--- config.mk ---
export PLATFORM = sky130hd
export DESIGN_NAME = mult_mac_seq_flat
export DESIGN_NICKNAME = d
export VERILOG_FILES = /design/src/rtl/mult_mac_seq_if.sv /design/src/rtl/mult_mac_seq.sv /design/src/flat_wrapper.sv
export SDC_FILE = /design/constraint.sdc
export NUM_CORES = 1
export LEC_CHECK = 0
export BUFFER_PORTS_ARGS = -buffer_cell sky130_fd_sc_hd__buf_2
export CORE_AREA = 2 2 152 265
export DETAILED_ROUTE_END_ITERATION = 7
export DIE_AREA = 0 0 154 267
export PLACE_DENSITY = 0.71
export SYNTH_ARGS = -nofsm -noshare
export SYNTH_HDL_FRONTEND = slang
export SYNTH_SLANG_ARGS = --single-unit
--- constraint.sdc ---
create_clock -name WBs_CLK_i -period 9.7 [get_ports WBs_CLK_i]
set_input_delay 0.485 -clock WBs_CLK_i [delete_from_list [all_inputs] [get_ports WBs_CLK_i]]
set_output_delay 0.485 -clock WBs_CLK_i [all_outputs]
set_load 0.05 [all_outputs]
--- src/rtl/mult_mac_seq_if.sv ---
// mult_mac_seq_if -- Wishbone slave bus bundle for mult_mac_seq.
//   master : drives ADR/CYC/BYTE_STB/WE/STB/DAT_i, receives DAT_o/ACK_o
//   slave  : receives the request, returns DAT_o (read data) and ACK_o
interface mult_mac_seq_if #(
    parameter int ADDRWIDTH = 7
);
    logic [ADDRWIDTH-1:0] WBs_ADR_i;
    logic                 WBs_CYC_i;
    logic [3:0]           WBs_BYTE_STB_i;
    logic                 WBs_WE_i;
    logic                 WBs_STB_i;
    logic [31:0]          WBs_DAT_i;
    logic [31:0]          WBs_DAT_o;
    logic                 WBs_ACK_o;

    modport master (
        output WBs_ADR_i, WBs_CYC_i, WBs_BYTE_STB_i, WBs_WE_i, WBs_STB_i, WBs_DAT_i,
        input  WBs_DAT_o, WBs_ACK_o
    );

    modport slave (
        input  WBs_ADR_i, WBs_CYC_i, WBs_BYTE_STB_i, WBs_WE_i, WBs_STB_i, WBs_DAT_i,
        output WBs_DAT_o, WBs_ACK_o
    );
endinterface

--- src/rtl/mult_mac_seq.sv ---
// mult_mac_seq -- Wishbone-controlled sequential multiply-accumulate engine.
// Operand pairs are queued in a FIFO, fed one at a time to an external 16x16
// multiplier and the products summed into a 40-bit accumulator.
//   WBs_CLK_i / WBs_RST_i : clock, asynchronous active-high reset
//   wb                    : Wishbone slave (register map CTRL/STATUS/OPERAND/ACC)
//   Amult_o / Bmult_o     : registered operands to the multiplier cell
//   Valid_mult_o          : operands valid while a run is in progress
//   Cmult_i               : product returned by the multiplier cell
//   Irq_o                 : done & IRQ_EN
module mult_mac_seq #(
    parameter int ADDRWIDTH  = 7,
    parameter int FIFO_DEPTH = 8
) (
    input  logic                 WBs_CLK_i,
    input  logic                 WBs_RST_i,
    mult_mac_seq_if.slave        wb,
    output logic [15:0]          Amult_o,
    output logic [15:0]          Bmult_o,
    output logic                 Valid_mult_o,
    input  logic [31:0]          Cmult_i,
    output logic                 Irq_o
);
    localparam int PW = $clog2(FIFO_DEPTH);

    localparam logic [2:0] S_IDLE  = 3'd0;
    localparam logic [2:0] S_POP   = 3'd1;
    localparam logic [2:0] S_MULT  = 3'd2;
    localparam logic [2:0] S_ACCUM = 3'd3;
    localparam logic [2:0] S_DONE  = 3'd4;

    logic [2:0]  state_q, state_d;
    logic [PW-1:0] wr_ptr_q, wr_ptr_d, rd_ptr_q, rd_ptr_d;
    logic [PW:0] count_q, count_d;
    logic [39:0] acc_q, acc_d;
    logic [15:0] pair_cnt_q, pair_cnt_d;
    logic [31:0] prod_q, prod_d;
    logic        done_q, done_d;
    logic        acc_ovf_q, acc_ovf_d;
    logic        push_err_q, push_err_d;
    logic        irq_en_q, irq_en_d;
    logic [15:0] amult_q, amult_d, bmult_q, bmult_d;
    logic        valid_q, valid_d;
    logic        ack_q, ack_d;
    logic [31:0] mem_q [FIFO_DEPTH];

    logic        wr, wr_ctrl, wr_stat, wr_op, start, clr, busy;
    logic        fifo_full, fifo_empty, push, pop;
    logic [40:0] acc_sum;
    logic [31:0] fifo_head, rdata;
    logic [3:0]  count4;
    logic        unused_bits;

    assign unused_bits = ^wb.WBs_BYTE_STB_i[3:1];

    always_comb begin
        state_d    = state_q;
        wr_ptr_d   = wr_ptr_q;
        rd_ptr_d   = rd_ptr_q;
        count_d    = count_q;
        acc_d      = acc_q;
        pair_cnt_d = pair_cnt_q;
        prod_d     = prod_q;
        done_d     = done_q;
        acc_ovf_d  = acc_ovf_q;
        push_err_d = push_err_q;
        irq_en_d   = irq_en_q;
        amult_d    = amult_q;
        bmult_d    = bmult_q;
        valid_d    = valid_q;
        pop        = 1'b0;

        ack_d   = wb.WBs_CYC_i & wb.WBs_STB_i & ~ack_q;
        wr      = ack_d & wb.WBs_WE_i;
        wr_ctrl = wr & (wb.WBs_ADR_i == ADDRWIDTH'(0)) & wb.WBs_BYTE_STB_i[0];
        wr_stat = wr & (wb.WBs_ADR_i == ADDRWIDTH'(1));
        wr_op   = wr & (wb.WBs_ADR_i == ADDRWIDTH'(2)) & wb.WBs_BYTE_STB_i[0];
        start   = wr_ctrl & wb.WBs_DAT_i[0];
        clr     = wr_ctrl & wb.WBs_DAT_i[1];
        busy    = (state_q == S_POP) || (state_q == S_MULT) || (state_q == S_ACCUM);

        fifo_full  = (count_q == (PW+1)'(FIFO_DEPTH));
        fifo_empty = (count_q == '0);
        push       = wr_op & ~fifo_full;
        fifo_head  = mem_q[rd_ptr_q];
        acc_sum    = {1'b0, acc_q} + {9'b0, prod_q};

        if (wr_op && fifo_full) push_err_d = 1'b1;
        if (wr_ctrl)            irq_en_d   = wb.WBs_DAT_i[2];
        if (wr_stat) begin
            if (wb.WBs_DAT_i[4]) acc_ovf_d  = 1'b0;
            if (wb.WBs_DAT_i[5]) push_err_d = 1'b0;
        end

        case (state_q)
            S_IDLE: begin
                if (start) begin
                    done_d  = 1'b0;
                    state_d = fifo_empty ? S_DONE : S_POP;
                end
            end
            S_POP: begin
                pop     = 1'b1;
                amult_d = fifo_head[15:0];
                bmult_d = fifo_head[31:16];
                valid_d = 1'b1;
                state_d = S_MULT;
            end
            S_MULT: begin
                prod_d  = Cmult_i;
                state_d = S_ACCUM;
            end
            S_ACCUM: begin
                acc_d      = acc_sum[39:0];
                pair_cnt_d = pair_cnt_q + 16'd1;
                if (acc_sum[40]) acc_ovf_d = 1'b1;
                // Empty check sees pushes that completed before this cycle.
                state_d = fifo_empty ? S_DONE : S_POP;
            end
            S_DONE: begin
                done_d  = 1'b1;
                valid_d = 1'b0;
                state_d = S_IDLE;
            end
            default: state_d = S_IDLE;
        endcase

        // Evaluated after the FSM so a clear issued in DONE also drops done;
        // a combined START+CLR in IDLE therefore runs on a cleared accumulator.
        if (clr && !busy) begin
            acc_d      = '0;
            pair_cnt_d = '0;
            done_d     = 1'b0;
        end

        if (push) wr_ptr_d = wr_ptr_q + PW'(1);
        if (pop)  rd_ptr_d = rd_ptr_q + PW'(1);
        if (push && !pop)      count_d = count_q + (PW+1)'(1);
        else if (pop && !push) count_d = count_q - (PW+1)'(1);
    end

    assign count4 = 4'(count_q);

    always_comb begin
        rdata = 32'hFABDEFAC;
        case (wb.WBs_ADR_i)
            ADDRWIDTH'(0): rdata = {29'b0, irq_en_q, 2'b0};
            ADDRWIDTH'(1): rdata = {20'b0, count4, 2'b0, push_err_q, acc_ovf_q,
                                    fifo_empty, fifo_full, done_q, busy};
            ADDRWIDTH'(3): rdata = acc_q[31:0];
            ADDRWIDTH'(4): rdata = {24'b0, acc_q[39:32]};
            ADDRWIDTH'(5): rdata = {16'b0, pair_cnt_q};
            default:       rdata = 32'hFABDEFAC;
        endcase
    end

    always_ff @(posedge WBs_CLK_i or posedge WBs_RST_i) begin
        if (WBs_RST_i) begin
            state_q    <= S_IDLE;
            wr_ptr_q   <= '0;
            rd_ptr_q   <= '0;
            count_q    <= '0;
            acc_q      <= '0;
            pair_cnt_q <= '0;
            prod_q     <= '0;
            done_q     <= 1'b0;
            acc_ovf_q  <= 1'b0;
            push_err_q <= 1'b0;
            irq_en_q   <= 1'b0;
            amult_q    <= '0;
            bmult_q    <= '0;
            valid_q    <= 1'b0;
            ack_q      <= 1'b0;
        end else begin
            state_q    <= state_d;
            wr_ptr_q   <= wr_ptr_d;
            rd_ptr_q   <= rd_ptr_d;
            count_q    <= count_d;
            acc_q      <= acc_d;
            pair_cnt_q <= pair_cnt_d;
            prod_q     <= prod_d;
            done_q     <= done_d;
            acc_ovf_q  <= acc_ovf_d;
            push_err_q <= push_err_d;
            irq_en_q   <= irq_en_d;
            amult_q    <= amult_d;
            bmult_q    <= bmult_d;
            valid_q    <= valid_d;
            ack_q      <= ack_d;
        end
    end

    // Storage needs no reset: the pointers and count define what is valid.
    always_ff @(posedge WBs_CLK_i) begin
        if (push) mem_q[wr_ptr_q] <= wb.WBs_DAT_i;
    end

    assign wb.WBs_DAT_o = rdata;
    assign wb.WBs_ACK_o = ack_q;
    assign Amult_o      = amult_q;
    assign Bmult_o      = bmult_q;
    assign Valid_mult_o = valid_q;
    assign Irq_o        = done_q & irq_en_q;
endmodule

--- src/flat_wrapper.sv ---
// flat-port wrapper written by rule: the top's interface ports become plain ports
module mult_mac_seq_flat 
#(
    parameter int ADDRWIDTH  = 7,
    parameter int FIFO_DEPTH = 8
)
  (WBs_CLK_i, WBs_RST_i, Amult_o, Bmult_o, Valid_mult_o, Cmult_i, Irq_o, wb_WBs_ADR_i, wb_WBs_CYC_i, wb_WBs_BYTE_STB_i, wb_WBs_WE_i, wb_WBs_STB_i, wb_WBs_DAT_i, wb_WBs_DAT_o, wb_WBs_ACK_o);
  mult_mac_seq_if #(.ADDRWIDTH(ADDRWIDTH)) wb_i ();
  input  logic WBs_CLK_i;
  input  logic WBs_RST_i;
  output logic [15:0] Amult_o;
  output logic [15:0] Bmult_o;
  output logic Valid_mult_o;
  input  logic [31:0] Cmult_i;
  output logic Irq_o;
  input wire logic [$bits(wb_i.WBs_ADR_i)-1:0] wb_WBs_ADR_i;
  input wire logic [$bits(wb_i.WBs_CYC_i)-1:0] wb_WBs_CYC_i;
  input wire logic [$bits(wb_i.WBs_BYTE_STB_i)-1:0] wb_WBs_BYTE_STB_i;
  input wire logic [$bits(wb_i.WBs_WE_i)-1:0] wb_WBs_WE_i;
  input wire logic [$bits(wb_i.WBs_STB_i)-1:0] wb_WBs_STB_i;
  input wire logic [$bits(wb_i.WBs_DAT_i)-1:0] wb_WBs_DAT_i;
  output wire logic [$bits(wb_i.WBs_DAT_o)-1:0] wb_WBs_DAT_o;
  output wire logic [$bits(wb_i.WBs_ACK_o)-1:0] wb_WBs_ACK_o;
  assign wb_i.WBs_ADR_i = wb_WBs_ADR_i;
  assign wb_i.WBs_CYC_i = wb_WBs_CYC_i;
  assign wb_i.WBs_BYTE_STB_i = wb_WBs_BYTE_STB_i;
  assign wb_i.WBs_WE_i = wb_WBs_WE_i;
  assign wb_i.WBs_STB_i = wb_WBs_STB_i;
  assign wb_i.WBs_DAT_i = wb_WBs_DAT_i;
  assign wb_WBs_DAT_o = wb_i.WBs_DAT_o;
  assign wb_WBs_ACK_o = wb_i.WBs_ACK_o;
  mult_mac_seq #(.ADDRWIDTH(ADDRWIDTH), .FIFO_DEPTH(FIFO_DEPTH)) u_core (.WBs_CLK_i(WBs_CLK_i), .WBs_RST_i(WBs_RST_i), .wb(wb_i), .Amult_o(Amult_o), .Bmult_o(Bmult_o), .Valid_mult_o(Valid_mult_o), .Cmult_i(Cmult_i), .Irq_o(Irq_o));
endmodule
# Yosys cells after proc, flatten, opt, wreduce, memory -nomap -nowiden
# Memories as Yosys holds them, arrays and structs flattened. A register that Yosys moved wholly into a read port is not among the register bits.
# Index checks and enable logic that the tools add are counted.
# Widths: inputs -> output; s select.
# word_totals
register_bits,107
mem_bits_rw,256
memories,1
out_inout_bits,67
word_cells,87
# op_classes
n_addsub,6
muxes,24
n_reduce_logical,17
n_eq_ne,12
bitwise_logic,14
# memory_table
memory,words,width,rd,rd_ports_with_merged_regs,write_ports,line_no,text
u_core.mem_q,8,32,1,1,1,mult_mac_seq.sv:44,logic [31:0] mem_q [FIFO_DEPTH];
# op_table
operator,n
$pmux 32 s5,1
$mux 40,2
$add 40x32->41,1
$mux 16,2
$add 16x1->16 const B,1
$eq 7x2->1 const B,2
$eq 7x3->1 const B,2
$and 1x1->1,12
$mux 1,12
$pmux 3 s4,1
$mux 4,2
$eq 7x1->1 const B,1
$logic_not 7->1,1
$add 3x1->3 const B,2
$eq 3x2->1 const B,2
$mux 3,2
$reduce_bool 2->1,3
$add 4x1->4 const B,1
$eq 4x4->1 const B,1
$logic_and 1x1->1,4
$logic_not 4->1,1
$pmux 1 s2,2
$sub 4x1->4 const B,1
$eq 3x1->1 const B,1
other kinds (9),13

# Depth between registers and ports, before layout
# Gate-level depths: netlist of run 1.
# logic_depth
word_depth,10
mapped_depth,13
ltp_nobuf,13

# Worst setup path after synthesis of run 1
# OpenSTA, ideal clock, no wires.
# synth_path
path_type,input to register
from,in wb_WBs_ADR_i[3]
to,"mem u_core.mem_q[4][0], enable pin"
path_stages,6
path_slack_ns,5.062
arrival_ns,4.177
cell_sequence,or4_1 -> nor3b_2 -> nand2_1 -> nor2_1 -> nand2_1 -> nor3_1
# synth_via
elab_chain_cells,6
# synth_rtl
element,line_no,text
from (decl),flat_wrapper.sv:16,input wire logic [$bits(wb_i.WBs_ADR_i)-1:0] wb_WBs_ADR_i;
$eq 7x2->1,mult_mac_seq.sv:76,wr_op = wr & (wb.WBs_ADR_i == ADDRWIDTH'(2)) & wb.WBs_BYTE_STB_i[0];
$and 1x1->1 (2 in series),mult_mac_seq.sv:76,
$and 1x1->1,mult_mac_seq.sv:83,push = wr_op & ~fifo_full;
net u_core.push,mult_mac_seq.sv:47,"logic fifo_full, fifo_empty, push, pop;"
$mux 1,mult_mac_seq.sv:194,if (push) mem_q[wr_ptr_q] <= wb.WBs_DAT_i;
$mux 1 (not written as such),mult_mac_seq.sv:194,
to (decl),mult_mac_seq.sv:44,
# The timed path passes the listed nets, and every way through them passes these cells.

# Worst setup path in the final report of run 1
# layout_path
from,reg u_core.acc_q[0]
to,reg u_core.acc_q[34]
# layout_via
elab_chain_cells,3
# layout_rtl
element,line_no,text
from (decl),mult_mac_seq.sv:34,"logic [39:0] acc_q, acc_d;"
from (signal assigned),mult_mac_seq.sv:162,acc_q <= '0;
from (signal assigned),mult_mac_seq.sv:178,acc_q <= acc_d;
$add 40x32->41,mult_mac_seq.sv:85,"acc_sum = {1'b0, acc_q} + {9'b0, prod_q};"
$mux 40,mult_mac_seq.sv:94,case (state_q)
$mux 40,mult_mac_seq.sv:129,if (clr && !busy) begin
# No other way between the ends. The select of a mux whose other input is x is not followed.
# A chain may end at the register's enable or synchronous reset.

==> reports/metrics.cfg, run 1 <==
[run_status]
outcome=completed

[layout]
multi_input_area_um2=5910
regArea_um2=11200
area_growth_pct=15.3
final_util=0.510
stdcell_count=1833
final_common_cell=edfxtp_1
num-fill-cells=3220
final_cell_mix=edfxtp_1 (256), buf_2 (143), dfrtp_1 (136), nand2_1 (84), a21oi_1 (76)
layout-drive-gt1-share=0.268
final_area_um2=19900
final_net_count=1433

[die]
io_pins=147
rows=96
dieArea_um2=41100
die_h_um=267
start_util=0.442
die_w_um=154
coreArea_um2=39000

[timing]
skew_ns=0.0148
setup_violations=0
rsz0062_at_grt=false
fmax_mhz=289
finalCritPeriodShare=0.357
finalHoldViolCount=0
slew_violations=0
finalSetupTns_ns=0
worst_pin_slew_ns=0.981
min_period_ns=3.46
slew_headroom=0.346

[setup_path]
path_max_fanout=6
crit_type=reg -> reg
crit_path_cell_trace=ha_1 > fa_1 > a21oi_2 > o211ai_1 > a211oi_4 > o221ai_2 > a31o_4 > a2111oi_4 > nand3b_1 > mux2i_1
max_stage_delay_ns=0.53
arrival_ns=3.91
cpMaxStageDelayCell=a2111oi_4
start_kind=flip-flop
cp.required_ns=10.15
cp-end-kind=flip-flop

[power_and_ir_drop]
power_density_nw_per_um2=323
p_sw_frac=0.364
internal_power_w=0.00409
pwr-share-clk=0.237
peakVddDrop_v=0.000201
p_leak_nw=7.36
power_frac_comb=0.393
p_seq_frac=0.370
p_sw_w=0.00234

[detailed_routing]
drtIter0Drc=800
via_count=10300
avgViaCountPerCell=5.60
routed_wirelength_um=37900
drc=0
wl_per_cell_um=20.7
dr.pass1.iters=5
antenna_left=0

[cts]
worstSkewPairLatency_ns=0.52
cts-root-buf=clkbuf_16
cts_sinks=395
cts_buffers=37
post_cts_resized=0
clkTransAtPathRegs_ns=0.07
postCtsSetupBuffers=0
hold_buffers=0
cts_tree=yes
h-tree-depth=2
clock_path_buffers=3

[logic_synthesis]
synth_compound_area_frac=0.0764
ys_async_sr_fraction=0.352
yosys_register_bits=395
synth_edf_count=256
syn_avg_cell_area_um2=14.8
synthAdderAreaFrac=0.0299
synth_area_um2=17300
yosysSeqAreaShare=0.647
synthMuxAreaShare=0.131
yosys_warnings=0
ys.flop_type=edfxtp_1
ys_types=70
synth_xor_area_frac=0.0249
synth_top_family_by_area=multiplexers
syn-num-nets=1285
synth_cells=1165
synthSimpleGateAreaFrac=0.0766

[grt]
grt_pass1_wl_um=59400
track_usage=0.187
grt_max_degree=75
antenna_found_initial=1
grt_pass1_vias=10700
grt-ovfl-total=0

[hold_path]
hold_path_class=in -> async

[placed_design]
dpl_cell_area_um2=18600
gp_congestion=0.823
port_buffers=143
hpwlAfterDp_um=24200
dpl.cell_count=1764

[job]
cap_violations=0

[final timing paths]
kind | startpoint | to | slack, ns | depth (start not counted)
worst max-delay path | u_core.acc_q[0] | u_core.acc_q[34] | 6.24 | 10
worst min-delay path | WBs_RST_i | u_core.Bmult_o[9] | 0.08 | 2
worst max register to register | u_core.acc_q[0] | u_core.acc_q[34] | 6.24 | 10
worst min register to register | u_core.wb.WBs_ACK_o | u_core.wb.WBs_ACK_o | 0.50 | 1
max in group asynchronous | WBs_RST_i | u_core.rd_ptr_q[0] | 8.10 | 3
min in group WBs_CLK_i | Cmult_i[29] | u_core.prod_q[29] | 0.20 | 2
[power by group through the flow]
stage	Sequential [W]	Clock [W]	Combinational, W
floorplan	0.00250	0	0.00186
global placement	0.00240	0	0.00246
CTS	0.00238	0.00156	0.00254
finish	0.00238	0.00152	0.00253
detailed placement	0.00242	0	0.00253
global route	0.00242	0.00162	0.00279
[flip-flops by register name, indices dropped and copies added, names as in the netlist]
register,cells
u_core.mem_q,256
u_core.acc_q,40
u_core.prod_q,32
u_core.Amult_o,16
u_core.Bmult_o,16
u_core.pair_cnt_q,16
u_core.count4,4
u_core.rd_ptr_q,3
u_core.state_q,3
u_core.wr_ptr_q,3
u_core.Valid_mult_o,1
u_core.acc_ovf_q,1
u_core.done_q,1
u_core.irq_en_q,1
u_core.push_err_q,1
u_core.wb.WBs_ACK_o,1
[through the flow]
stage	hold WS (ns)	total power [W]	setup slack, ns
2_1_floorplan	0.459	0.00436	5.06
3_3_place_gp	0.478	0.00487	6.05
3_5_place_dp	0.491	0.00494	6.00
4_1_cts	0.0957	0.00648	6.27
5_1_grt	0.128	0.00683	6.12
6_report	0.0815	0.00643	6.24
[cells in the mapped netlist (all sizes together), types with 34 or more instances]
cell | instances | share of area
nand2 | 84 | 0.018
nand3 | 34 | 0.0099
dfrtp | 139 | 0.20
o21ai | 54 | 0.016
a21oi | 78 | 0.023
mux2 | 41 | 0.027
mux4 | 64 | 0.083
nor2 | 72 | 0.016
clkbuf | 39 | 0.0085
edfxtp | 256 | 0.45
mux2i | 36 | 0.021
ha | 38 | 0.028
[worst max-delay path: cells and delay by family (launching register included)]
kind	cells	cell delay [ns]
compound gates	6	1.91
fa+ha+maj	2	0.69
flops	1	0.43
mux	1	0.17
simple gates	1	0.19
[kinds of logic (layout without fill, tap and decap cells)]
logic type / count (synthesis) / in the layout
flip-flops: 395 / 395
AND/OR/NAND/NOR: 273 / 273
AO/OA/AOI/OAI: 201 / 201
multiplexers: 141 / 141
buffers and inverters: 66 / 242
XOR/XNOR: 49 / 49
adder cells (fa/ha/maj): 40 / 40
other: 0 / 2
[final cells by class]
class | count | share of cell area
Antenna cell | 2 | 0.000251
Clock buffer | 48 | 0.0501
Clock inverter | 19 | 0.0142
Sequential cell | 395 | 0.561
Tap cell | 490 | 0.0308
Timing Repair Buffer | 164 | 0.0439
Multi-Input combinational cell | 704 | 0.297
Inverter | 11 | 0.00233
[layer usage]
| metal | GRT usage | up-vias | share of wire | routed length [µm] |
|---|---|---|---|---|
| met5 | 0 | - | 0 | 0 |
| met4 | 0.0578 | 0 | 0.027 | 1010 |
| met3 | 0.0268 | 56 | 0.044 | 1690 |
| met2 | 0.355 | 264 | 0.55 | 20800 |
| met1 | 0.215 | 5201 | 0.38 | 14300 |
| li1 | - | 4751 | - | - |
Power figures use the tool's default switching activity.
==> run 2, diff against run 1 <==
--- a/config.mk
+++ b/config.mk
@@ -5,11 +5,12 @@
 export SDC_FILE = /design/constraint.sdc
 export NUM_CORES = 1
 export LEC_CHECK = 0
+export ABC_AREA = 1
 export BUFFER_PORTS_ARGS = -buffer_cell sky130_fd_sc_hd__buf_2
-export CORE_AREA = 2 2 152 265
+export CORE_AREA = 2 2 157 274
 export DETAILED_ROUTE_END_ITERATION = 7
-export DIE_AREA = 0 0 154 267
-export PLACE_DENSITY = 0.71
+export DIE_AREA = 0 0 159 276
+export PLACE_DENSITY = 0.73
 export SYNTH_ARGS = -nofsm -noshare
 export SYNTH_HDL_FRONTEND = slang
 export SYNTH_SLANG_ARGS = --single-unit
==> constraint.sdc (replaced) <==
create_clock -name WBs_CLK_i -period 3.1 [get_ports WBs_CLK_i]
set_input_delay 0.155 -clock WBs_CLK_i [delete_from_list [all_inputs] [get_ports WBs_CLK_i]]
set_output_delay 0.155 -clock WBs_CLK_i [all_outputs]
set_load 0.05 [all_outputs]
==> run 2 against run 1 <==
Clock power rose to 3.1 times the previous value; area after synthesis is 7.4% higher; utilization is 2.0 points higher; sequential power grew to 3.0 times the previous value; synthesized cell count grew 61%; final cell count up 46%; register-to-register slack worse by 5.9 ns; sequential share of layout area fell by 5.5 points; non-clock buffer count rose by 80; total power grew to 3.3 times the previous value; via count up 41%; critical endpoint is now u_core.count4[3]; critical path depth up 8.
==> reports/metrics.cfg, run 2 <==
[setup_path]
cp-endpoint=u_core.count4[3]
reg2reg_to=u_core.count4[3]
start_kind=primary input
timing.rr.start=u_core.count4[0]
rrSetupSlack_ns=0.35
cp.required_ns=3.52
crit_start=wb_WBs_STB_i
path_max_fanout=4
reg2reg_depth=13
cp-end-kind=flip-flop
crit_type=in -> reg
arrival_ns=3.39

[logic_synthesis]
ys_types=39
syn_avg_cell_area_um2=9.90
synthTopCellsByCount=nand2_1 (506), edfxtp_1 (256), nor2_1 (195)
yosys.area.top_type_share=0.414
synth_most_common_cell=nand2_1
ys_async_sr_fraction=0.352
yosysSeqAreaShare=0.602
ys.flop_type=edfxtp_1
synth_cells=1874
synthMuxAreaShare=0.0341
netlist.top_cell.by_area=edfxtp_1
syn-num-nets=1994
synthAdderAreaFrac=0.0278
synth_compound_area_frac=0.0926
synth_xor_area_frac=0.00850
yosys_warnings=0
synthSimpleGateAreaFrac=0.186
yosys_register_bits=395
synth_top_family_by_area=simple AND/OR/NAND/NOR gates
synth_area_um2=18500
synth_edf_count=256
synth.area.top_cells=edfxtp_1 (41%), dfrtp_1 (19%), nand2_1 (10%)

[timing]
min_period_ns=2.97
finalHoldViolCount=0
rsz0062_at_grt=false
slew_violations=0
skew_ns=0.0164
fmax_mhz=336
whs_ns=0.0819
setup_ws_ns=0.126
worst_pin_slew_ns=1.20
slew_headroom=0.199
finalCritPeriodShare=0.959
setup_violations=0

[layout]
final_common_cell=nand2_1
largest_reg_flops=256
layout-drive-gt1-share=0.126
area_growth_pct=18.9
final_cell_mix=nand2_1 (506), edfxtp_1 (256), nor2_1 (193), inv_1 (156), buf_2 (143)
largest_register=u_core.mem_q
largestRegisters=u_core.mem_q: 256 flops, u_core.acc_q: 40 flops, u_core.prod_q: 32 flops
final_net_count=2206

[power_and_ir_drop]
pwr-share-clk=0.222
p_sw_w=0.00906
fin_total_pwr_w=0.0209
power_density_nw_per_um2=948
internal_power_w=0.0119
p_sw_frac=0.433
power_frac_comb=0.434
peakVddDrop_v=0.000801
p_leak_nw=9.42
p_seq_frac=0.343

[cts]
cts_buffers=37
worstSkewPairLatency_ns=0.54
cts_sinks=395
cts_tree=yes
h-tree-depth=2
clkTransAtPathRegs_ns=0.07
clock_path_buffers=3
postCtsSetupBuffers=0
cts-root-buf=clkbuf_16

[detailed_routing]
drc=0
avgViaCountPerCell=5.44
drtIter0Drc=1235
wl_per_cell_um=19.7
routed_wirelength_um=52500
via_count=14500
dr.pass1.iters=5
antenna_left=0

[die]
coreArea_um2=41600
die_w_um=159
dieArea_um2=43900
die_h_um=276
start_util=0.446
rows=99
io_pins=147

[grt]
grt_pass1_wl_um=80300
antenna_found_initial=2
grt-ovfl-total=0
grt_max_degree=73
track_usage=0.234
grt_pass1_vias=14900

[run_status]
outcome=completed

[placed_design]
port_buffers=143
place_ws_ns=0.301
hpwlAfterDp_um=35200
gp_congestion=1.05

[job]
cap_violations=0

[hold_path]
hold_path_class=in -> reg

run 2: changes by cell type in the layout (fill, tap and decap cells not counted), sizes merged, moves of 25 or more:
cell,change
o21ai,+62
mux2i,+25
mux2,-39
o221ai,+61
inv,+152
nor2,+125
mux4,-64
dlygate4sd3,+68
nand3,+62
nand2,+424
run 2: cell type report:
type,instances,area (µm²)
Inverter,162,612
Antenna cell,1,2.50
Clock buffer,49,1000
Multi-Input combinational cell,1246,6560
Clock inverter,18,220
Tap cell,555,694
Timing Repair Buffer,244,1790
Fill cell,3747,19600
Sequential cell,395,11200
run 2: layer usage:
| layer | wire (µm) | GRT usage | vias up |
|---|---|---|---|
| met5 | 11 | 0 | - |
| met4 | 2950 | 0.122 | 2 |
| met3 | 2780 | 0.0276 | 147 |
| met2 | 27900 | 0.444 | 543 |
| met1 | 18800 | 0.253 | 6993 |
| li1 | - | - | 6846 |
run 2: worst max-delay path: stages:
cell and delay (ns):
dlygate4sd3_1 0.52, buf_2 0.09, nand2_1 0.03, dlygate4sd3_1 0.57
nor2_2 0.12, nand2_2 0.13, nor3_4 0.23, nand3_2 0.13
inv_2 0.10, ha_1 0.20, inv_1 0.10, ha_1 0.28
a21o_1 0.19, a21oi_1 0.17, nor2_1 0.06, nor2_1 0.08
nand2_1 0.07, xor2_1 0.15
run 2: cells by family after synthesis:
logic type / count (synthesis)
AND/OR/NAND/NOR: 847
buffers and inverters: 233
adder cells (fa/ha/maj): 40
multiplexers: 63
AO/OA/AOI/OAI: 278
XOR/XNOR: 18
flip-flops: 395
run 2: repair_timing:
item	CTS	global route
resized for setup	0	3
hold endpoints to repair	312	0
endpoints found under the setup margin	0	1
hold buffers	68	0
run 2: power groups by stage:
stage	combinational [W]	clock, W	sequential (W)
finish	0.00908	0.00464	0.00718
CTS	0.00906	0.00472	0.00717
detailed placement	0.00894	0	0.00726
global route	0.0100	0.00491	0.00726
floorplan	0.00586	0	0.00762
global placement	0.00875	0	0.00722
run 2: per-stage QoR:
step,TNS (ns),cell area (µm²),cells,util
global route,0,22000,2669,0.530
floorplan,-160.60,18600,1874,-
global placement,0,20100,2534,0.484
CTS,0,22000,2669,0.529
detailed placement,0,20100,2534,0.484
finish,0,22000,2670,0.530
run 2: worst min-delay path by stage:
| stage | from | end | slack [ns] | cells after the start |
|---|---|---|---|---|
| finish | wb_WBs_ADR_i[1] | u_core.push_err_q | 0.08 | 5 |
| global route | wb_WBs_BYTE_STB_i[0] | u_core.push_err_q | 0.12 | 5 |
| CTS | wb_WBs_BYTE_STB_i[0] | u_core.push_err_q | 0.03 | 5 |
| detailed placement | WBs_RST_i | u_core.rd_ptr_q[0] | 0.29 | 2 |
| global placement | WBs_RST_i | u_core.rd_ptr_q[0] | 0.27 | 2 |
| floorplan | wb_WBs_DAT_i[0] | u_core.mem_q[0][0] | 0.25 | 0 |
